==> src/rtl/hazard_stall_unit_pkg.sv <==
// rtl/hazard_stall_unit_pkg.sv - shared FSM state encoding and register constants
package hazard_stall_unit_pkg;

  typedef enum logic [1:0] {
    RUN      = 2'd0,
    STALL    = 2'd1,
    MEM_WAIT = 2'd2
  } state_e;

  localparam logic [4:0] REG_ZERO = 5'd0;

endpackage

==> src/rtl/hazard_stall_unit_hazard_detect.sv <==
// rtl/hazard_stall_unit_hazard_detect.sv - combinational stall-count (N) decode from register/control inputs
module hazard_detect
  import hazard_stall_unit_pkg::*;
#(
  parameter int REG_W = 5
) (
  input  logic [REG_W-1:0] ifid_rs1,
  input  logic [REG_W-1:0] ifid_rs2,
  input  logic             ifid_use_rs2,
  input  logic             ifid_branch,
  input  logic [REG_W-1:0] idex_rd,
  input  logic             idex_mem_read,
  input  logic             idex_reg_write,
  input  logic [REG_W-1:0] exmem_rd,
  input  logic             exmem_mem_read,
  output logic [1:0]       stall_n
);

  logic ex_rd_nz;
  logic mem_rd_nz;
  logic m_ex;
  logic m_mx;

  // Operand matches against EX and MEM destinations; x0 never creates a dependency
  always_comb begin
    ex_rd_nz  = (idex_rd != REG_W'(REG_ZERO));
    mem_rd_nz = (exmem_rd != REG_W'(REG_ZERO));
    m_ex = ex_rd_nz &&
           ((idex_rd == ifid_rs1) || (ifid_use_rs2 && (idex_rd == ifid_rs2)));
    m_mx = mem_rd_nz &&
           ((exmem_rd == ifid_rs1) || (ifid_use_rs2 && (exmem_rd == ifid_rs2)));
  end

  // A branch waiting on a load in EX needs the load to reach WB-forwardable MEM output: two bubbles
  always_comb begin
    stall_n = 2'd0;
    if (ifid_branch && idex_mem_read && m_ex) begin
      stall_n = 2'd2;
    end else if ((idex_mem_read && m_ex) ||
                 (ifid_branch && idex_reg_write && m_ex) ||
                 (ifid_branch && exmem_mem_read && m_mx)) begin
      stall_n = 2'd1;
    end
  end

endmodule

==> src/rtl/hazard_stall_unit.sv <==
// rtl/hazard_stall_unit.sv - stall/flush FSM with cache freeze and saturating stall-cycle counter
module hazard_stall_unit
  import hazard_stall_unit_pkg::*;
#(
  parameter int REG_W = 5,
  parameter int CNT_W = 16
) (
  input  logic             clk,
  input  logic             rst,
  input  logic [REG_W-1:0] IFID_RS1,
  input  logic [REG_W-1:0] IFID_RS2,
  input  logic             IFID_UseRS2,
  input  logic             IFID_Branch,
  input  logic [REG_W-1:0] IDEX_RD,
  input  logic             IDEX_MemRead,
  input  logic             IDEX_RegWrite,
  input  logic [REG_W-1:0] EXMEM_RD,
  input  logic             EXMEM_MemRead,
  input  logic             BRANCH_Taken,
  input  logic             ICACHE_Stall,
  input  logic             DCACHE_Stall,
  output logic             PC_Write,
  output logic             IFID_Write,
  output logic             IFID_Flush,
  output logic             IDEX_Flush,
  output logic             PIPE_Hold,
  output logic [CNT_W-1:0] STALL_CNT
);

  state_e           state_q, state_d;
  state_e           ret_q, ret_d;
  state_e           act_state;
  logic [1:0]       cnt_q, cnt_d;
  logic [CNT_W-1:0] stall_cnt_q, stall_cnt_d;
  logic [1:0]       stall_n;
  logic             cache;
  logic             pc_write;
  logic             ifid_write;
  logic             ifid_flush;
  logic             idex_flush;
  logic             pipe_hold;

  hazard_detect #(
    .REG_W(REG_W)
  ) u_hazard_detect (
    .ifid_rs1      (IFID_RS1),
    .ifid_rs2      (IFID_RS2),
    .ifid_use_rs2  (IFID_UseRS2),
    .ifid_branch   (IFID_Branch),
    .idex_rd       (IDEX_RD),
    .idex_mem_read (IDEX_MemRead),
    .idex_reg_write(IDEX_RegWrite),
    .exmem_rd      (EXMEM_RD),
    .exmem_mem_read(EXMEM_MemRead),
    .stall_n       (stall_n)
  );

  assign cache = ICACHE_Stall || DCACHE_Stall;

  // Mealy next-state/output decode; leaving MEM_WAIT replays the saved state in the same cycle
  always_comb begin
    state_d    = state_q;
    ret_d      = ret_q;
    cnt_d      = cnt_q;
    pc_write   = 1'b0;
    ifid_write = 1'b0;
    ifid_flush = 1'b0;
    idex_flush = 1'b0;
    pipe_hold  = 1'b0;
    act_state  = ((state_q == MEM_WAIT) && !cache) ? ret_q : state_q;

    case (act_state)
      RUN: begin
        if (cache) begin
          pipe_hold = 1'b1;
          ret_d     = RUN;
          state_d   = MEM_WAIT;
        end else if (stall_n != 2'd0) begin
          idex_flush = 1'b1;
          cnt_d      = stall_n - 2'd1;
          state_d    = (stall_n == 2'd2) ? STALL : RUN;
        end else begin
          pc_write   = 1'b1;
          ifid_write = 1'b1;
          ifid_flush = BRANCH_Taken;
          state_d    = RUN;
        end
      end
      STALL: begin
        if (cache) begin
          pipe_hold = 1'b1;
          ret_d     = STALL;
          state_d   = MEM_WAIT;
        end else begin
          idex_flush = 1'b1;
          // The RUN cycle already supplied one bubble, so cnt counts the bubbles still owed
          cnt_d      = (cnt_q == 2'd0) ? 2'd0 : cnt_q - 2'd1;
          state_d    = (cnt_d == 2'd0) ? RUN : STALL;
        end
      end
      MEM_WAIT: begin
        pipe_hold = 1'b1;
        state_d   = MEM_WAIT;
      end
      default: begin
        state_d = RUN;
      end
    endcase
  end

  // Count every cycle the PC is frozen, pinning at all-ones instead of wrapping
  always_comb begin
    stall_cnt_d = stall_cnt_q;
    if (!pc_write && (stall_cnt_q != {CNT_W{1'b1}})) begin
      stall_cnt_d = stall_cnt_q + 1'b1;
    end
  end

  // State, saved return state, bubble counter and performance counter
  always_ff @(posedge clk or posedge rst) begin
    if (rst) begin
      state_q     <= RUN;
      ret_q       <= RUN;
      cnt_q       <= 2'd0;
      stall_cnt_q <= '0;
    end else begin
      state_q     <= state_d;
      ret_q       <= ret_d;
      cnt_q       <= cnt_d;
      stall_cnt_q <= stall_cnt_d;
    end
  end

  // Reset overrides the decode immediately: freeze fetch and kill both front-end stages
  assign PC_Write   = pc_write & ~rst;
  assign IFID_Write = ifid_write & ~rst;
  assign IFID_Flush = ifid_flush | rst;
  assign IDEX_Flush = idex_flush | rst;
  assign PIPE_Hold  = pipe_hold & ~rst;
  assign STALL_CNT  = stall_cnt_q;

endmodule
==> config.mk <==
export PLATFORM = sky130hd
export DESIGN_NAME = hazard_stall_unit
export DESIGN_NICKNAME = d
export VERILOG_FILES = /design/src/rtl/hazard_stall_unit_pkg.sv /design/src/rtl/hazard_stall_unit_hazard_detect.sv /design/src/rtl/hazard_stall_unit.sv
export SDC_FILE = /design/constraint.sdc
export NUM_CORES = 1
export LEC_CHECK = 0
export ABC_AREA = 0
export CELL_PAD_IN_SITES_DETAIL_PLACEMENT = 1
export CELL_PAD_IN_SITES_GLOBAL_PLACEMENT = 2
export CORE_AREA = 2 2 75 77
export CTS_CLUSTER_SIZE = 20
export DETAILED_ROUTE_END_ITERATION = 16
export DIE_AREA = 0 0 77 79
export GPL_ROUTABILITY_DRIVEN = 0
export GPL_TIMING_DRIVEN = 0
export PLACE_DENSITY_LB_ADDON = 0.15
export RECOVER_POWER = 100
export SETUP_SLACK_MARGIN = 0.4
export SYNTH_ARGS = -nofsm -noshare
export SYNTH_HDL_FRONTEND = slang
export SYNTH_HIERARCHICAL = 1
export SYNTH_SLANG_ARGS = --single-unit
==> constraint.sdc <==
create_clock -name clk -period 4.45 [get_ports clk]
set_input_delay 0.6675 -clock clk [delete_from_list [all_inputs] [get_ports clk]]
set_output_delay 0.6675 -clock clk [all_outputs]
set_load 0.01 [all_outputs]
**After elaboration in Yosys (flattened, before gate mapping)**

Cells that the tools add are included.

- Register bits after elaboration: 22
- Bits in latches: 0
- RAM bits: 0
- Bits in read-only memories: 0
- Input port bits: 30
- Word-level logic and storage cells: 85
- Memories: 0

- Add/subtract/negate cells: 3
- $mul: 0
- Divide/modulo/power cells: 0
- Order comparisons: 0
- Equal/unequal tests: 14
- Shifts and indexed selects: 0
- Mux-type cells: 29
- Bitwise gates (word level): 5
- Reductions and logical operators: 30

Operators with widths:

| cell | number |
|---|---|
| $eq 5x5->1 | 4 |
| $mux 2 | 10 |
| $add 16x1->16 const B | 1 |
| $ne 16x16->1 const B | 1 |
| $mux 1 | 14 |
| $logic_and 1x1->1 | 13 |
| $ne 2x2->1 const B | 5 |
| $reduce_bool 5->1 | 2 |
| $pmux 2 s2 | 2 |
| $eq 2x2->1 const B | 3 |
| $logic_not 2->1 | 3 |
| $pmux 2 s3 | 1 |
| $logic_or 1x1->1 | 5 |
| $pmux 1 s2 | 2 |
| $reduce_and 4->1 | 1 |
| $reduce_bool 2->1 | 2 |
| $sub 2x1->2 const B | 2 |
| $reduce_and 3->1 | 1 |
| $and 1x1->1 | 2 |
| $eq 2x1->1 const B | 1 |
| $logic_not 1->1 | 2 |
| $or 1x1->1 | 2 |
| $reduce_or 2->1 | 1 |
| $not 1->1 | 1 |

**Depth between registers and ports, before layout**

Gate-level depths: netlist of the first run.

- Depth in word-level cells: 15
- Depth in mapped cells: 11

**Hierarchy**

The synthesis of the first run kept the hierarchy.

By module, submodules not included:

| module | instances | cells each | area an instance (sq um) | sequential area each (sq um) |
|---|---|---|---|---|
| hazard_stall_unit | 1 | 111 | 1138.6 | 525.5 |
| hazard_detect | 1 | 39 | 280.3 | 0.0 |

**Worst setup path after synthesis of the first run**

Ideal clock, no wire load.

- Path kind: input-to-output
- Start: input port EXMEM_RD[1]
- End: output port IDEX_Flush
- Data arrival time: 2.287 ns
- Slack: 1.495 ns
- Cell stages on the path: 8
- Buffers on the path: 0
- Cell sequence: or4_1 -> o2111ai_1 -> a21oi_1 -> inv_1 -> ha_1 -> nor2_1 -> o31ai_1 -> nand2_1

- Longest elaborated chain between the ends: 13
- Elaborated cells on any way between the ends: 15

Ends and longest elaborated chain:

| element | RTL line | source |
|---|---|---|
| start, declared | hazard_stall_unit.sv:17 | `input logic [REG_W-1:0] EXMEM_RD,` |
| $eq 5x5->1 | hazard_stall_unit_hazard_detect.sv:31 | `((exmem_rd == ifid_rs1) \|\| (ifid_use_rs2 && (exmem_rd == ifid_rs2)));` |
| $logic_and 1x1->1 | hazard_stall_unit_hazard_detect.sv:31 |  |
| $logic_or 1x1->1 | hazard_stall_unit_hazard_detect.sv:31 |  |
| $logic_and 1x1->1 * | hazard_stall_unit_hazard_detect.sv:30 | `m_mx = mem_rd_nz &&` |
| $logic_and 1x1->1 * | hazard_stall_unit_hazard_detect.sv:41 | `(ifid_branch && exmem_mem_read && m_mx)) begin` |
| $logic_or 1x1->1 * | hazard_stall_unit_hazard_detect.sv:40 | `(ifid_branch && idex_reg_write && m_ex) \|\|` |
| $mux 1 * | hazard_stall_unit_hazard_detect.sv:39 | `end else if ((idex_mem_read && m_ex) \|\|` |
| $mux 2 * | hazard_stall_unit_hazard_detect.sv:37 | `if (ifid_branch && idex_mem_read && m_ex) begin` |
| net stall_n[0] | hazard_stall_unit.sv:35 | `logic [1:0] stall_n;` |
| $reduce_bool 2->1 * | hazard_stall_unit.sv:78 | `end else if (stall_n != 2'd0) begin` |
| $mux 1 * | hazard_stall_unit.sv:78 |  |
| $mux 1 * | hazard_stall_unit.sv:74 | `if (cache) begin` |
| $pmux 1 s2 * | hazard_stall_unit.sv:72 | `case (act_state)` |
| $or 1x1->1 * | hazard_stall_unit.sv:138 | `assign IDEX_Flush = idex_flush \| rst;` |
| end, declared | hazard_stall_unit.sv:25 | `output logic IDEX_Flush,` |

Mark *: on every way through the listed nets, which the timed path passes. The rest lies on a longest branch.

**Final worst setup path of the first run**

- Start: input port IDEX_RD[3]
- End: output port PC_Write

- Elaborated cells on any way between the ends: 18

RTL lines:

| element | RTL line | source |
|---|---|---|
| start, declared | hazard_stall_unit.sv:14 | `input logic [REG_W-1:0] IDEX_RD,` |
| $eq 5x5->1 | hazard_stall_unit_hazard_detect.sv:29 | `((idex_rd == ifid_rs1) \|\| (ifid_use_rs2 && (idex_rd == ifid_rs2)));` |
| $logic_and 1x1->1 | hazard_stall_unit_hazard_detect.sv:29 |  |
| $logic_or 1x1->1 | hazard_stall_unit_hazard_detect.sv:29 |  |
| $logic_and 1x1->1 * | hazard_stall_unit_hazard_detect.sv:28 | `m_ex = ex_rd_nz &&` |
| $logic_and 1x1->1 * | hazard_stall_unit_hazard_detect.sv:37 |  |
| $mux 2 * | hazard_stall_unit_hazard_detect.sv:37 |  |
| net stall_n[1] | hazard_stall_unit.sv:35 |  |
| $reduce_bool 2->1 * | hazard_stall_unit.sv:78 |  |
| $mux 1 * | hazard_stall_unit.sv:78 |  |
| $mux 1 * | hazard_stall_unit.sv:74 |  |
| $mux 1 * | hazard_stall_unit.sv:72 |  |
| $and 1x1->1 * | hazard_stall_unit.sv:135 | `assign PC_Write = pc_write & ~rst;` |
| end, declared | hazard_stall_unit.sv:22 | `output logic PC_Write,` |

Marked as above.

==> results.yml, run 1 <==
run_status:
  status: "finished, final reports clean"
global_routing:
  grt_remaining_overflow: 0
  grt_pass1_wl_um: 6580
  grt_max_degree: 25
  first_global_vias: 1431
  grt.total_usage_pct: 13.1
  antenna_found_initial: 0
sta:
  setup_viol: 0
  setup_tns_ps: 0
  hold_viol_final: 0
  fin_crit_ps: 4000
  max_freq_mhz: 250
  rsz0062_at_grt: "false"
  skew_ps: 7.48
  min_period_over_period_pct: 89.9
  tightest_slew_ps: 922
  slew_headroom_pct: 38.5
  slew_viol_final: 0
power_and_ir_drop:
  pwr-share-seq_pct: 44.5
  power.switching_uw: 225
  power_switching_share_pct: 34.2
  comb_power_share_pct: 36.0
  powerDensity_nw_per_um2: 318
  ir_worst_vdd_mv: 0.122
  p_int_uw: 433
  clkPwrFrac_pct: 19.5
  p_leak_nw: 0.836
clocking:
  clkSinkCount: 21
  h-tree-depth: 1
  clk_pin_slew_ps: 90
  cts_tree: "yes"
  clk_latency_ps: 260
  cts_made_buffers: 3
  cts-root-buf: "clkbuf_8"
  hold_buffers: 0
  cts_buffer_depth: 2
logic_synthesis:
  synth_cell_types: 35
  yosysWarnings: 6
  synth-main-ff-cell: "dfrtp_1"
  synth_largest_area_cell: "dfrtp_1"
  synth_nets: 183
  synth-edff-count: 0
  synth_commonest_cells: "xnor2_1, dfrtp_1, nand3_1"
  synth_area_per_cell_um2: 9.46
  synth.top_cells.by_area: "dfrtp_1, xnor2_1, nand3_1, nand2_1, and3_1"
  async_reset_ff_share_pct: 100
  synth_cells: 150
  synth_top_area_share_pct: 37.0
  netlist_area_um2: 1420
  ys_seq_area_share_pct: 37.0
  yosysMostFrequentCell: "xnor2_1"
  synth-seq-cells: 21
drt:
  drt-initial-drc-count: 65
  wl_um: 3840
  ant_nets: 0
  wire_per_inst_um: 13.9
  drc_errors: 0
  dr.pass1.iters: 4
  vias: 1310
  viasPerCell: 4.75
cells_and_area:
  n_antenna_cell: 0
  drive_above_1_share_pct: 6.37
  synthToLayoutAreaGrowth_pct: 45.9
  layout.nets: 238
  layoutNonFillerInstCount: 276
placed_design:
  dp.cells: 272
  numPortBuffers: 50
  hpwl_um: 3080
critical_path:
  worst_setup_path_end_kind: "output port"
  cp.arrival_ps: 3330
  worstPathMaxFanout: 6
  crit_required_ps: 3780
  ff2ff_path_depth: 6
  startpoint_type: "input port"
  criticalPathCategory: "in -> out"
floorplanning:
  die_w_um: 77
  start_util_pct: 26.6
  ioPinCount: 51
  die_h_um: 79
  rows: 27
  core_area_um2: 5340
  die_area_um2: 6080
min_path:
  min_path_cells: 2
  hp-class: "reg -> reg"
flow_run:
  maxCapViolations: 0
## worst max-delay path: stages
cell and delay [ps]:
dlygate4sd3_1 600, xnor2_1 180, nand3_1 80, o22ai_1 240, and4_1 270, a21oi_1 50
inv_1 140, ha_4 190, nand3_4 100, nor2_1 170, buf_4 120, clkdlybuf4s50_1 520
## final timing paths
kind	from	to	slack, ps
max	IDEX_RD[3]	PC_Write	450
min	cnt_q[0]	cnt_q[0]	520
max reg2reg	STALL_CNT[0]	STALL_CNT[8]	2600
min reg2reg	cnt_q[0]	cnt_q[0]	520
max in group asynchronous	rst	STALL_CNT[1]	2820
min in group asynchronous	rst	STALL_CNT[15]	1070
## layout make-up
class                   instances  area, um^2
fillers                       643        3270
multi-input cells             122         871
flip-flops and latches         21         526
repair buffers                 50         504
well taps                      72        90.1
clock buffers                   3        41.3
plain buffers                   3        17.5
inverters                       4        15.0
clock inverters                 1        5.00
## flip-flops by register name (all words and copies together), names as in the netlist
name / count
STALL_CNT: 16
ret_q: 1
cnt_q: 2
state_q: 2
## power groups by stage
stage	sequential, mW	clock [mW]	combinational (mW)
after CTS	0.297	0.134	0.264
after global placement	0.296	0	0.256
after floorplan	0.301	0	0.118
after detailed placement	0.301	0	0.262
final	0.293	0.129	0.237
after global routing	0.304	0.143	0.261
## metrics by stage
step	util [%]	total power, mW	hold WS, ps	setup slack (ps)	instance area [um^2]
6_report	38.8	0.659	521	449	2070
2_1_floorplan	-	0.419	472	1500	1420
3_3_place_gp	37.6	0.552	488	317	2010
3_5_place_dp	37.6	0.563	518	284	2010
4_1_cts	38.7	0.695	534	399	2070
5_1_grt	38.8	0.709	563	218	2070
## repair_timing
item	4_1_cts	5_1_grt
buffers inserted	0	0
resized for setup	4	9
pin swaps	0	3
endpoints found under the setup margin	3	4
## kinds of logic after synthesis
group | after synthesis | share of synthesized area, %
AO/OA/AOI/OAI | 15 | 6.97
multiplexers | 4 | 3.35
adder cells (fa/ha/maj) | 3 | 2.65
buffers and inverters | 7 | 2.29
AND/OR/NAND/NOR | 66 | 26.7
flip-flops | 21 | 37.0
XOR/XNOR | 34 | 21.0
## cell usage in the layout, fill, tap and decap left out, drive strengths merged, types with 2 or more instances in the layout
master         Yosys  final
dlymetal6s2s       0      2
mux2               3      3
and3               7      7
nor4               3      3
nor2               6      6
dlygate4sd3        0     20
nand2             14     14
and2               3      3
or4                2      2
dfrtp             21     21
buf                3      3
a21o               2      2
inv                4      4
a21oi              4      4
and4               2      2
nor3               3      3
xnor2             29     29
clkdlybuf4s50      0     27
nand4              7      7
o22ai              2      2
nand3             15     15
xor2               5      5
o21ai              2      2
ha                 3      3
clkbuf             0      3
## layer usage
layer	track usage (%)	part of all wire, %	vias up
met5	0	0	-
met2	25.8	52	25
li1	-	-	647
met4	2.68	0.60	0
met3	1.93	3.4	2
met1	15.1	44	636
Power figures use the tool's default switching activity.
==> run 2, diff against run 1 <==
Settings changed: CORE_AREA 2 2 75 77 to 2 2 79 73, DIE_AREA 0 0 77 79 to 0 0 81 75.
==> results.yml, run 2 (synthesis results as in run 1) <==
drt:
  met3_length_um: 165
  drt-initial-drc-count: 84
  vias: 1329
  viasPerCell: 4.90
  routed-wl-met2_um: 1790
  dr.max_layer_used: "met4"
  ant_nets: 0
  drc_errors: 0
  wl_um: 3830
  wire_per_inst_um: 14.1
  drt-met1-wl_um: 1830
  dr.pass1.iters: 4
critical_path:
  startpoint_type: "input port"
  crit_start: "EXMEM_RD[1]"
  worstPathMaxFanout: 5
  cp.arrival_ps: 3390
  r2r_start: "STALL_CNT[0]"
  criticalPathCategory: "in -> out"
  crit_required_ps: 3780
  worst_setup_path_end_kind: "output port"
floorplanning:
  die_area_um2: 6080
  die_w_um: 81
  die_h_um: 75
  ioPinCount: 51
  start_util_pct: 27.3
  core_area_um2: 5190
  rows: 25
sta:
  slew_headroom_pct: 40.4
  tightest_slew_ps: 893
  fin_crit_ps: 4050
  setup_tns_ps: 0
  skew_ps: 5.52
  max_freq_mhz: 247
  hold_viol_final: 0
  min_period_over_period_pct: 91.1
  slew_viol_final: 0
  rsz0062_at_grt: "false"
  setup_viol: 0
clocking:
  clk_pin_slew_ps: 70
  cts_buffer_depth: 2
  cts_tree: "yes"
  clk_latency_ps: 260
  cts_setup_buffers: 0
  h-tree-depth: 1
  clkSinkCount: 21
  cts-root-buf: "clkbuf_8"
  cts_made_buffers: 3
cells_and_area:
  final_cell_mix: "xnor2_1, clkdlybuf4s50_1, dfrtp_1, dlygate4sd3_1"
  largest_reg_flops: 16
  drive_above_1_share_pct: 6.37
  fill_cells: 612
  final_common_cell: "xnor2_1"
  post-route-util_pct: 39.9
  synthToLayoutAreaGrowth_pct: 46.1
  n_antenna_cell: 0
  layout.nets: 238
placed_design:
  hpwl_um: 3060
  numPortBuffers: 50
power_and_ir_drop:
  p_leak_nw: 0.810
  ir_worst_vdd_mv: 0.192
  powerDensity_nw_per_um2: 318
flow_run:
  maxCapViolations: 0
global_routing:
  antenna_found_initial: 0
  grt.total_usage_pct: 13.5
  grt_max_degree: 25
  grt_remaining_overflow: 0
  grt_pass1_wl_um: 6370
  first_global_vias: 1412
min_path:
  hold_start: "cnt_q[0]"
  hp-class: "reg -> reg"
run_status:
  status: "finished, final reports clean"
[run 2: worst paths after layout]
kind | to | slack [ps] | cells after the start
max | IDEX_Flush | 400 | 10
min | cnt_q[0] | 520 | 2
max reg2reg | STALL_CNT[8] | 2570 | 6
min reg2reg | cnt_q[0] | 520 | 2
max in group asynchronous | STALL_CNT[6] | 2840 | 2
min in group asynchronous | STALL_CNT[3] | 1060 | 2
[run 2: what timing repair did]
action / in CTS / in global routing
endpoints found under the hold margin: 0 / 0
resized for setup: 4 / 8
hold buffers: 0 / 0
endpoints found under the setup margin: 4 / 4
pin swaps: 0 / 2
[run 2: per-stage QoR]
step / std cells / total power, mW / instance area, um^2 / hold slack (ps) / setup WS (ps)
floorplan: 150 / 0.419 / 1420 / 472 / 1500
global placement: 267 / 0.552 / 2000 / 489 / 323
detailed placement: 267 / 0.561 / 2000 / 510 / 249
CTS: 271 / 0.694 / 2060 / 528 / 401
global route: 271 / 0.709 / 2070 / 570 / 243
finish: 271 / 0.660 / 2070 / 523 / 395
[run 2: where the power goes]
group / total, mW / internal (mW) / switching, mW
Combinational: 0.240 / 0.137 / 0.102
Sequential: 0.293 / 0.235 / 0.0578
Clock: 0.128 / 0.0638 / 0.0637
[run 2: final cells by class]
type                       instances  area (um^2)  area share, %
buffer                             3         16.3          0.785
clock buffer                       4         45.0           2.17
inverter                           4         15.0          0.724
multi-input combinational        122          887           42.8
sequential                        21          526           25.3
tap                               67         83.8           4.04
timing repair buffer              50          500           24.1
[run 2: worst max-delay path: stages]
cell and delay [ps]:
dlygate4sd3_1 590, or4_1 550, o2111ai_1 210, a21oi_1 90, inv_1 140, ha_4 180
nor2_1 70, o31ai_4 280, nand2_1 90, clkdlybuf4s50_1 510
[run 2: routing by layer]
layer / track usage (%) / vias to the layer above
met3: 2.64 / 4
li1: - / 644
met5: 0 / -
met4: 4.52 / 0
met2: 23.0 / 37
met1: 17.5 / 644
